==> config.mk <==
export PLATFORM = sky130hd
export DESIGN_NAME = cdb_arbiter
export DESIGN_NICKNAME = d
export VERILOG_FILES = /design/src/rtl/tomasulo_pkg.sv /design/src/rtl/rr_pick.sv /design/src/rtl/cdb_arbiter.sv
export SDC_FILE = /design/constraint.sdc
export NUM_CORES = 1
export LEC_CHECK = 0
export BUFFER_PORTS_ARGS = -buffer_cell sky130_fd_sc_hd__buf_2
export CAP_MARGIN = 20
export CELL_PAD_IN_SITES_DETAIL_PLACEMENT = 1
export CELL_PAD_IN_SITES_GLOBAL_PLACEMENT = 1
export CORE_MARGIN = 2
export CORE_UTILIZATION = 25
export DETAILED_ROUTE_END_ITERATION = 8
export GPL_TIMING_DRIVEN = 1
export PLACE_DENSITY_LB_ADDON = 0.1
export RECOVER_POWER = 25
export SKIP_LAST_GASP = 1
export SYNTH_ARGS = -nofsm -noshare
export SYNTH_HDL_FRONTEND = slang
export SYNTH_HIERARCHICAL = 1
export SYNTH_SLANG_ARGS = --single-unit
==> constraint.sdc <==
create_clock -name clk -period 7.7 [get_ports clk]
set_clock_uncertainty 0.2 [all_clocks]
set_input_delay 1.54 -clock clk [delete_from_list [all_inputs] [get_ports clk]]
set_output_delay 1.54 -clock clk [all_outputs]
set_load 0.02 [all_outputs]
==> src/rtl/tomasulo_pkg.sv <==
// tomasulo_pkg -- shared definitions for the Tomasulo result-broadcast path.
//   TAG_W_DEFAULT  : default reservation-station tag width
//   DATA_W_DEFAULT : default result value width
//   INVALID_TAG    : reserved tag meaning "no producer"; never broadcast
//   cdb_state_e    : common-data-bus arbiter state encoding
package tomasulo_pkg;

  localparam int TAG_W_DEFAULT  = 5;
  localparam int DATA_W_DEFAULT = 32;

  localparam logic [4:0] INVALID_TAG = 5'b11111;

  typedef enum logic [0:0] {
    ST_IDLE  = 1'b0,
    ST_BCAST = 1'b1
  } cdb_state_e;

endpackage

==> src/rtl/rr_pick.sv <==
// rr_pick -- rotating-priority picker.
//   Scans the request vector starting at index 'base' and wrapping, and
//   returns a one-hot grant for the first set bit (all-zero if none).
// Ports:
//   req   [N-1:0]     : request vector
//   base  [IDX_W-1:0] : index holding highest priority
//   grant [N-1:0]     : one-hot-or-zero grant
module rr_pick #(
  parameter int N     = 4,
  parameter int IDX_W = (N > 1) ? $clog2(N) : 1
) (
  input  logic [N-1:0]     req,
  input  logic [IDX_W-1:0] base,
  output logic [N-1:0]     grant
);

  logic found_s;

  // first requester at or after base (mod N) wins
  always_comb begin
    int idx;
    logic take;
    grant   = '0;
    found_s = 1'b0;
    idx     = 0;
    take    = 1'b0;
    for (int k = 0; k < N; k++) begin
      idx        = (int'(base) + k) % N;
      take       = !found_s && req[idx];
      grant[idx] = grant[idx] | take;
      found_s    = found_s | take;
    end
  end

endmodule

==> src/rtl/cdb_arbiter.sv <==
// cdb_arbiter -- common data bus arbiter.
//   Picks one functional-unit result per opportunity, latches it and drives
//   a one-cycle broadcast strobe; a mandatory idle cycle follows each strobe.
//   Build option: define CDB_ARB_ROUND_ROBIN_EN for rotating priority;
//   otherwise priority is fixed with unit 0 highest.
// Ports:
//   clk, rst (sync, active-high)
//   req_valid/req_tag/req_val : per-unit results, unit i in slice i
//   req_grant                 : combinational one-hot-or-zero acceptance
//   in_flush                  : squash pending broadcast, block grants
//   out_CDB_broadcast/_tag/_val : registered broadcast
//   out_bcast_count           : registered, wrapping broadcast count
module cdb_arbiter
  import tomasulo_pkg::*;
#(
  parameter int NUM_REQ = 4,
  parameter int TAG_W   = TAG_W_DEFAULT,
  parameter int DATA_W  = DATA_W_DEFAULT
) (
  input  logic                      clk,
  input  logic                      rst,
  input  logic [NUM_REQ-1:0]        req_valid,
  input  logic [NUM_REQ*TAG_W-1:0]  req_tag,
  input  logic [NUM_REQ*DATA_W-1:0] req_val,
  output logic [NUM_REQ-1:0]        req_grant,
  input  logic                      in_flush,
  output logic                      out_CDB_broadcast,
  output logic [TAG_W-1:0]          out_CDB_tag,
  output logic [DATA_W-1:0]         out_CDB_val,
  output logic [15:0]               out_bcast_count
);

  localparam int IDX_W = $clog2(NUM_REQ);
  // package value at the default width, all-ones otherwise
  localparam logic [TAG_W-1:0] INV_TAG =
    (TAG_W == 5) ? TAG_W'(INVALID_TAG) : {TAG_W{1'b1}};

  cdb_state_e          state_r, state_nxt_s;
  logic                bcast_r, bcast_nxt_s;
  logic [TAG_W-1:0]    tag_r, tag_nxt_s;
  logic [DATA_W-1:0]   val_r, val_nxt_s;
  logic [15:0]         count_r, count_nxt_s;
  logic [NUM_REQ-1:0]  pick_grant_s, grant_s;
  logic [IDX_W-1:0]    base_s;
  logic                accept_s;
  logic [TAG_W-1:0]    sel_tag_s;
  logic [DATA_W-1:0]   sel_val_s;

  rr_pick #(.N(NUM_REQ), .IDX_W(IDX_W)) u_pick (
    .req   (req_valid),
    .base  (base_s),
    .grant (pick_grant_s)
  );

  // grants only while idle and not squashed
  assign grant_s   = (state_r == ST_IDLE && !in_flush) ? pick_grant_s : '0;
  assign accept_s  = |grant_s;
  assign req_grant = grant_s;

`ifdef CDB_ARB_ROUND_ROBIN_EN
  logic [IDX_W-1:0] ptr_r, ptr_nxt_s, grant_idx_s;

  // encode the one-hot grant into an index
  always_comb begin
    grant_idx_s = '0;
    for (int i = 0; i < NUM_REQ; i++) begin
      grant_idx_s = grant_idx_s | (grant_s[i] ? IDX_W'(i) : '0);
    end
  end

  // pointer moves past the winner only on an accepting edge
  always_comb begin
    if (accept_s) begin
      ptr_nxt_s = (grant_idx_s == IDX_W'(NUM_REQ - 1)) ? '0 : grant_idx_s + IDX_W'(1);
    end else begin
      ptr_nxt_s = ptr_r;
    end
  end

  // priority pointer register
  always_ff @(posedge clk) begin
    if (rst) begin
      ptr_r <= '0;
    end else begin
      ptr_r <= ptr_nxt_s;
    end
  end

  assign base_s = ptr_r;
`else
  assign base_s = '0;
`endif

  // select the winning tag/value (grant is one-hot or zero)
  always_comb begin
    sel_tag_s = '0;
    sel_val_s = '0;
    for (int i = 0; i < NUM_REQ; i++) begin
      sel_tag_s = sel_tag_s | (req_tag[i*TAG_W +: TAG_W] & {TAG_W{grant_s[i]}});
      sel_val_s = sel_val_s | (req_val[i*DATA_W +: DATA_W] & {DATA_W{grant_s[i]}});
    end
  end

  // next state and next registered outputs
  always_comb begin
    state_nxt_s = state_r;
    bcast_nxt_s = 1'b0;
    tag_nxt_s   = tag_r;
    val_nxt_s   = val_r;
    count_nxt_s = count_r;
    if (in_flush) begin
      state_nxt_s = ST_IDLE;
      tag_nxt_s   = INV_TAG;
    end else begin
      case (state_r)
        ST_IDLE: begin
          // an invalid-tag request is consumed silently
          if (accept_s && (sel_tag_s != INV_TAG)) begin
            state_nxt_s = ST_BCAST;
            bcast_nxt_s = 1'b1;
            tag_nxt_s   = sel_tag_s;
            val_nxt_s   = sel_val_s;
            count_nxt_s = count_r + 16'd1;
          end else begin
            state_nxt_s = ST_IDLE;
          end
        end
        ST_BCAST: begin
          state_nxt_s = ST_IDLE;
        end
        default: begin
          state_nxt_s = ST_IDLE;
        end
      endcase
    end
  end

  // state and output registers
  always_ff @(posedge clk) begin
    if (rst) begin
      state_r <= ST_IDLE;
      bcast_r <= 1'b0;
      tag_r   <= INV_TAG;
      val_r   <= '0;
      count_r <= 16'd0;
    end else begin
      state_r <= state_nxt_s;
      bcast_r <= bcast_nxt_s;
      tag_r   <= tag_nxt_s;
      val_r   <= val_nxt_s;
      count_r <= count_nxt_s;
    end
  end

  assign out_CDB_broadcast = bcast_r;
  assign out_CDB_tag       = tag_r;
  assign out_CDB_val       = val_r;
  assign out_bcast_count   = count_r;

endmodule

After elaboration in Yosys (flattened, before gate mapping):

Cells that the tools add are included.

* register bits after elaboration: 55
* logic and storage cells: 42

* $add $sub $neg: 1
* equality and inequality tests: 1
* mux-type cells: 3
* bitwise logic cells: 18
* reductions and logical operators: 14

Operator list (number)
* AND 32 bit: 4
* bitwise OR 32 bit: 3
* AND 5 bit: 4
* adder 16 x 1 -> 16 bit (second input constant): 1
* bitwise OR 5 bit: 3
* logical AND 1 bit: 5
* != test 5 bit (second input constant): 1
* logical NOT 1 bit: 4
* two-way mux 4 bit: 1
* OR reduction 4 bit: 1
* AND reduction 3 bit: 1
* OR reduction 3 bit: 1
* inverter 1 bit: 2
* bitwise OR 1 bit: 2
* case mux 1 bit (2 select lines): 1
* AND reduction 2 bit: 1
* OR reduction 2 bit: 1
* two-way mux 1 bit: 1

Longest topological paths before layout:

Gate-level depths: netlist of the first run.

* depth in word-level cells: 17
* depth in mapped cells: 18
* gate-level depth less buffers: 13

Cells and area by module:

The synthesis of the first run kept the hierarchy.

By module, submodules not included
* cdb_arbiter: instances 1, cells each 369, area an instance 3286.9 µm², seq. area each 1081.0 µm²
* rr_pick: instances 1, cells each 89, area an instance 658.1 µm², seq. area each 0.0 µm²

Least setup slack after synthesis of the first run:

Ideal clock, no wire load.

* kind: input to output
* start point: in req_valid[0]
* end point: out req_grant[1]
* data arrival time: 3575 ps
* setup slack: 2385 ps
* stages: 8
* path buffers: 3
* cell sequence: mux4_2 buf_6 nor3b_1 nor3_1 o32ai_1 buf_6 clkbuf_1 and2_1

* longest elaborated chain between the ends: 3

RTL lines
* start: declaration: line cdb_arbiter.sv:22 `input logic [NUM_REQ-1:0] req_valid,`
* logical NOT 1 bit: line rr_pick.sv:29 `take = !found_s && req[idx];`
* logical AND 1 bit: line rr_pick.sv:29
* net pick_grant_s[1]: line cdb_arbiter.sv:43 `logic [NUM_REQ-1:0] pick_grant_s, grant_s;`
* two-way mux 4 bit: line cdb_arbiter.sv:56 `assign grant_s = (state_r == ST_IDLE && !in_flush) ? pick_grant_s : '0;`
* end: declaration: line cdb_arbiter.sv:25 `output logic [NUM_REQ-1:0] req_grant,`

The timed path passes the listed nets, and every way through them passes these cells.

Final worst setup path of the first run:

* start point: in req_valid[0]
* end point: reg val_r[21] (netlist: out_CDB_val[21])

* longest elaborated chain between the ends: 14

RTL lines
* logical NOT 1 bit (*): line rr_pick.sv:29
* logical AND 1 bit (*): line rr_pick.sv:29
* net pick_grant_s[1]: line cdb_arbiter.sv:43
* bitwise OR 1 bit: line rr_pick.sv:31 `found_s = found_s | take;`
* logical NOT 1 bit: line rr_pick.sv:29
* logical AND 1 bit: line rr_pick.sv:29
* bitwise OR 1 bit: line rr_pick.sv:31
* logical NOT 1 bit: line rr_pick.sv:29
* logical AND 1 bit: line rr_pick.sv:29
* two-way mux 4 bit (*): line cdb_arbiter.sv:56
* AND 5 bit: line cdb_arbiter.sv:99 `sel_tag_s = sel_tag_s | (req_tag[i*TAG_W +: TAG_W] & {TAG_W{grant_s[i]}});`
* bitwise OR 5 bit: line cdb_arbiter.sv:99
* != test 5 bit: line cdb_arbiter.sv:118 `if (accept_s && (sel_tag_s != INV_TAG)) begin`
* logical AND 1 bit: line cdb_arbiter.sv:118
* AND reduction 3 bit (no line)
* end signal: assignment: line cdb_arbiter.sv:150 `val_r <= val_nxt_s;`
* end: declaration: line cdb_arbiter.sv:41 `logic [DATA_W-1:0] val_r, val_nxt_s;`

The timed path passes the listed nets; every way through them passes the cells marked *.
A chain may end at the register's enable or synchronous reset.

==> results of run 1 <==
## tightest hold or removal path, stage by stage, from the launching register on
cell      delay, ps
dfxtp_1         330
o311ai_1         70
o41ai_1          60
## per-stage QoR
| step | hold slack [ps] | worst slack (ps) | instance area [um^2] | std cells | power, mW |
|---|---|---|---|---|---|
| final | 301 | 1880 | 5320 | 866 | 0.854 |
| after global placement | 280 | 1730 | 5170 | 853 | 0.622 |
| after detailed placement | 288 | 1570 | 5170 | 853 | 0.628 |
| after global routing | 344 | 1570 | 5310 | 864 | 0.912 |
| after CTS | 297 | 1880 | 5310 | 861 | 0.864 |
| after floorplan | 360 | 2380 | 3970 | 465 | 0.520 |
## state kept, by name, indices dropped and copies added, names as in the netlist
register / cells
out_bcast_count: 16
state_r: 1
out_CDB_val: 32
out_CDB_tag: 5
## synthesized netlist by cell type (8+ instances only)
cell type and instances:
a21oi_1 52, a22oi_1 71, clkbuf_1 27, dfxtp_1 54, inv_1 11, mux2_2 32
nand2_1 12, nand3_1 8, nor2_1 14, nor2b_1 32, o21ai_0 13
## worst paths after layout
check,slack (ps),from,cells after the start,end
worst min-delay path,300,out_bcast_count[15],2,out_bcast_count[15]
worst max register to register,4530,state_r,5,out_CDB_val[21]
worst min register to register,300,out_bcast_count[15],2,out_bcast_count[15]
worst max-delay path,1880,req_valid[0],10,out_CDB_val[21]
## final cells by class
type / count / area share
inverter: 11 / 0.00777
clock inverter: 2 / 0.00259
tap: 211 / 0.0497
multi-input combinational: 359 / 0.504
clock buffer: 6 / 0.0242
antenna: 4 / 0.00188
timing repair buffer: 219 / 0.207
sequential: 54 / 0.203
## power breakdown
group	total, mW	switching [mW]	leakage (nW)	internal [mW]
clock network	0.231	0.110	0.0709	0.121
logic	0.318	0.188	1.72	0.130
registers	0.305	0.00986	0.438	0.295
## metal layers
| metal | share of wire | vias up |
|---|---|---|
| met4 | 0.014 | 6 |
| met1 | 0.42 | 2139 |
| met2 | 0.48 | 165 |
| met5 | 0.0023 | - |
| met3 | 0.080 | 23 |
| li1 | - | 2160 |
## cell families after synthesis
logic type	synth area share
flip-flops	0.274
AO/OA/AOI/OAI	0.333
buffers and inverters	0.0660
multiplexers	0.118
other	0.000951
adder cells (fa/ha/maj)	0.0159
AND/OR/NAND/NOR	0.193
==> results.md, run 1 <==
* Status: complete, no violations
* Commonest cells after routing, fill and taps aside: 184 x buf_2, 71 x a22oi_1, 54 x dfxtp_1
* Fin crit period at between 5000 and 6000 ps
* Via Count at 4493
* Die width at 130 um
* First-pass GRT wire length at 24200 um
* Post-synth EDFFs at 0
* Starting Density at 0.258
* Detail Route Antenna Nets at 0
* Hold Fails Final Rpt at 0
* Synth area leaders: dfxtp_1 27%, a22oi_1 14%, mux2_2 9.1%, a21oi_1 6.6%, nor2b_1 5.1%
* Top Usage Layer GRT: met2
* Synth-to-Final Area Change at 34.8%
* Filler Cells Inserted at between 1500 and 2000
* M2 GR Usage at 0.313
* Drt total wl at approximately 16000 um
* Worst path max stage delay at 820 ps
* Count of pins over their slew limit at 0
* WP data arrival at approximately 5800 ps
* Async set or reset register ratio after synthesis at 0
* Critical Path End Type: flip-flop
* Std-Cell Rows at 45
* CP Cell Sequence: buf_2, mux4_2, nor3b_1, nor3_1, o32ai_4, a22o_1, a2bb2oi_1, nand4_1, nand2_2, mux2_2
* DRC viols at 0
* Total GRT Usage at 0.183
* Slew headroom at 0.419
* Top delay family on crit path: simple AND/OR/NAND/NOR gates
* Worst Hold Class: reg -> reg
* Post-CTS sizing at 0
* CTS root buf: clkbuf_16
* Number of DRC markers in iteration 0 at 156
* Setup bufs post-CTS at 0
* Share of layout cells above drive strength 1 at 0.389
* Drt pass-1 iters at 5
* Largest area contributor in the netlist: dfxtp_1
* Top FF cell, synth: dfxtp_1
* Register Area at approximately 1100 um^2
* Cell Area, Synth at 3950 um^2
* Worst skew pair latency at 300 ps
* Syn Inst Count at around 460
* Slowest CP cell: nand2_2
* WP buf/inv at 1
* Total area of multi-input combinational cells at 2680 um^2
* Gpl congestion at 0.806
* Crit Path Class: in -> reg
* Final setup viols at 0
* Part of the cycle the worst path needs at 0.756
* Layout Nets at 810
* Die Y at around 130 um
* Met1 usage at 0.222
* CTS HTree Levels at 2
* Worst-path fanout max at 34
* Port buffer count at 212
* Synth unique cells at 67
* Initial antenna violation count at 7
* Clk buf depth at 2
* Number of global-route vias before repair at 4503
* Max-Cap Viols at 0
* Worst slew pin tran at 872 ps
* Synthesis Warnings at 6
* Fmax at 172 MHz
* Die area at 16800 um^2
* Post-layout util at 0.347
* Largest net degree at the start of global routing at 51
* DR vias/cell at 5.19
* CTS sink count at 54
* # hold bufs at CTS at 0
* Peak supply drop at a little over 0.08 mV
* HPWL after DPL at 12400 um
* Synth top area share at 0.274
* Clk slew on worst S/H paths at 70 ps
* Leak pwr at 2.23 nW
* Register area share after synthesis at 0.274
* Num CTS Buffers at 5
* Worst Path Required at ~7700 ps
* Seq cells post-synth at 54
* Total core area at roughly 15000 um^2
* Grt ovf at 0
* Met3 Resource Use GR at 0.0582
* CP startpoint kind: input pin
* Unrepaired setup endpoints after global routing: false
* PD cells at between 150 and 200 nW/um^2
* CTS tree: yes
* Most common cell after layout, fill and taps aside: buf_2
* Setup TNS at 0 ps
* I/O Pins at 213
* Wirelength per Cell at 18.5 um
* Mean post-synth cell area at ~8.6 um^2
Note: power is estimated with default switching activity, not from simulation.
==> run 2, diff against run 1 <==
- clock period: 7.7 -> 5.9 ns (I/O delays scaled with it)
==> run 2 against run 1 <==
  * Sequential cell count unchanged
  * Register-to-register slack worse by 1300 ps
  * Sequential power increased by 31%
  * Combinational power rose by 30%
  * Sequential share of layout area decreased by 0.11 points
  * First-iteration DRC count fell by 17%
==> results.md, run 2 (same netlist as run 1, synthesis figures left out) <==
* CTS root buf: clkbuf_16
* Post-layout util at 0.349 (+0.00188)
* Max FFs per register at 32 (unchanged)
* DRC viols at 0 (unchanged)
* RR Endpoint: out_CDB_val[28]
* DR vias/cell at 5.19 (about the same)
* PD cells at 214 nW/um^2 (+33%)
* Layout Cells excl Fill at 866 (unchanged)
* Setup bufs post-CTS at 0 (unchanged)
* CTS tree: yes
* Final setup viols at 0 (unchanged)
* Worst Path Required at 5880 ps (-1810 ps)
* Wirelength per Cell at 18.2 um (-1.2%)
* Number of global-route vias before repair at 4525 (+0.49%)
* Most common cell after layout, fill and taps aside: buf_2
* Total core area at 15300 um^2 (unchanged)
* Fin crit period at between 4000 and 5000 ps
* Starting Density at 0.258 (unchanged)
* Count of pins over their slew limit at 0 (unchanged)
* R2R setup slack at 3230 ps (-1300 ps)
* Clk buf depth at 2 (unchanged)
* Setup WS pre-CTS at 626 ps (-945 ps)
* Worst-path fanout max at 34 (unchanged)
* Unrepaired setup endpoints after global routing: false
* Std-Cell Rows at 45 (unchanged)
* R2R cell count at 5 (unchanged)
* Initial antenna violation count at 7 (unchanged)
* Part of the cycle the worst path needs at 0.844
* Worst path max stage delay at 800 ps (-20 ps)
* Drt pass-1 iters at 7 (+2)
* Detail Route Antenna Nets at 0 (unchanged)
* Fmax at 201 MHz
* Share of layout cells above drive strength 1 at 0.390 (+0.00154)
* Port buffer count at 212 (unchanged)
* Critical R2R Launch: state_r
* Max-Cap Viols at 0 (unchanged)
* Worst Hold Class: reg -> reg
* Gpl congestion at 0.861 (+6.8%)
* Hold Fails Final Rpt at 0 (unchanged)
* Die Y at 130 um (unchanged)
* Largest net degree at the start of global routing at 50 (-2.0%)
* Die width at 130 um (unchanged)
* Leak pwr at 2.24 nW (+0.72%)
* WP buf/inv at 1 (unchanged)
* # hold bufs at CTS at 0 (unchanged)
* Via Count at 4491 (-0.045%)
* Critical Path End Type: flip-flop
* Clk slew on worst S/H paths at 70 ps (about the same)
* CP endpoint: out_CDB_val[28]
* Worst slew pin tran at 907 ps (+35.3 ps)
* Slowest CP cell: o32ai_4
* HPWL after DPL at 12400 um (-0.17%)
* Setup WS post-layout at 921 ps (-960 ps)
* Post-CTS sizing at 0 (unchanged)
* Grt ovf at 0 (unchanged)
* CP Cell Sequence: buf_2, mux4_2, nor3b_1, nor3_1, o32ai_4, a22o_1, a2bb2oi_1, nand4_1, nand2_2, mux2_2
* CTS HTree Levels at 2 (unchanged)
* Die area at 16800 um^2 (unchanged)
* Top delay family on crit path: compound AO/OA/AOI/OAI gates
* Status: complete, no violations
* First-pass GRT wire length at 24100 um (-0.31%)
* Setup TNS at 0 ps (unchanged)
* Crit Path Class: in -> reg
* Drt total wl at 15800 um (-1.2%)
* Number of DRC markers in iteration 0 at 130 (-17%)
* DR top layer: met5
* Crit path launch: req_valid[0]
* Layout Nets at 811 (+0.12%)
* WP data arrival at 4960 ps (-850 ps)
* Num CTS Buffers at 5 (unchanged)
* Wire length on met3 at 1220 um (-5.2%)
* Total GRT Usage at 0.181 (-0.00190)
* Peak supply drop at 0.108 mV (+31%)
* Slew headroom at 0.395 (-0.0235)
* Worst skew pair latency at 290 ps (about the same)
* Filler Cells Inserted at 1896 (-0.26%)
* Inst Count DP at 855 (+0.23%)
* Commonest cells after routing, fill and taps aside: 184 x buf_2, 71 x a22oi_1, 54 x dfxtp_1
* Worst path depth at 10 (unchanged)
* Synth-to-Final Area Change at 35.5%
* Met2 Wirelength at 7770 um (+0.40%)
* Total area of multi-input combinational cells at 2680 um^2 (unchanged)
* I/O Pins at 213 (unchanged)
* Register Area at 1080 um^2 (unchanged)
* Met1 wire length at 6630 um (-1.1%)
* CTS sink count at 54 (unchanged)
* CP startpoint kind: input pin
run 2: cell types whose count changed in the layout (fill, tap and decap cells not counted):
cell and delta:
buf_4 +1, bufinv_16 +1, clkbuf_1 -1, clkinv_2 -1
run 2: how the worst min path moves through the flow:
| stage | from | end | slack [ps] | depth (start not counted) |
|---|---|---|---|---|
| global placement | out_bcast_count[15] | out_bcast_count[15] | 280 | 2 |
| detailed placement | out_CDB_tag[2] | out_CDB_tag[2] | 290 | 2 |
| CTS | out_CDB_tag[2] | out_CDB_tag[2] | 300 | 2 |
| floorplan | out_bcast_count[15] | out_bcast_count[15] | 360 | 2 |
| finish | out_CDB_tag[2] | out_CDB_tag[2] | 310 | 2 |
| global route | out_CDB_tag[2] | out_CDB_tag[2] | 330 | 2 |
run 2: cell type report:
cell class              count  share of cell area
clock inverters             2             0.00726
diodes                      4             0.00187
multi-input cells         359               0.501
flip-flops and latches     54               0.202
repair buffers            220               0.207
inverters                  11             0.00772
well taps                 211              0.0494
clock buffers               5              0.0234
run 2: where the power goes:
part | total, mW | internal (mW) | switching [mW] | leakage [nW]
registers | 0.399 | 0.386 | 0.0131 | 0.438
clock network | 0.333 | 0.199 | 0.134 | 0.0799
logic | 0.414 | 0.170 | 0.245 | 1.73
total | 1.15 | 0.754 | 0.392 | 2.24
run 2: worst register-to-register path: stages (launching register included):
cell and delay [ps]:
dfxtp_1 390, nor2_2 390, a21boi_1 350, nand4_1 180, nand2_2 630, mux2_2 420
run 2: per-layer routing:
| metal | GRT usage | vias to the layer above |
|---|---|---|
| met1 | 0.218 | 2151 |
| met2 | 0.324 | 152 |
| li1 | - | 2164 |
| met5 | 0 | - |
| met3 | 0.0467 | 18 |
| met4 | 0.0348 | 6 |
run 2: through the flow:
stage / hold slack (ps) / total power, mW / instance area (um^2)
4_1_cts: 301 / 1.16 / 5370
2_1_floorplan: 360 / 0.679 / 3970
5_1_grt: 334 / 1.22 / 5340
3_3_place_gp: 283 / 0.812 / 5180
6_report: 307 / 1.15 / 5350
3_5_place_dp: 290 / 0.821 / 5210
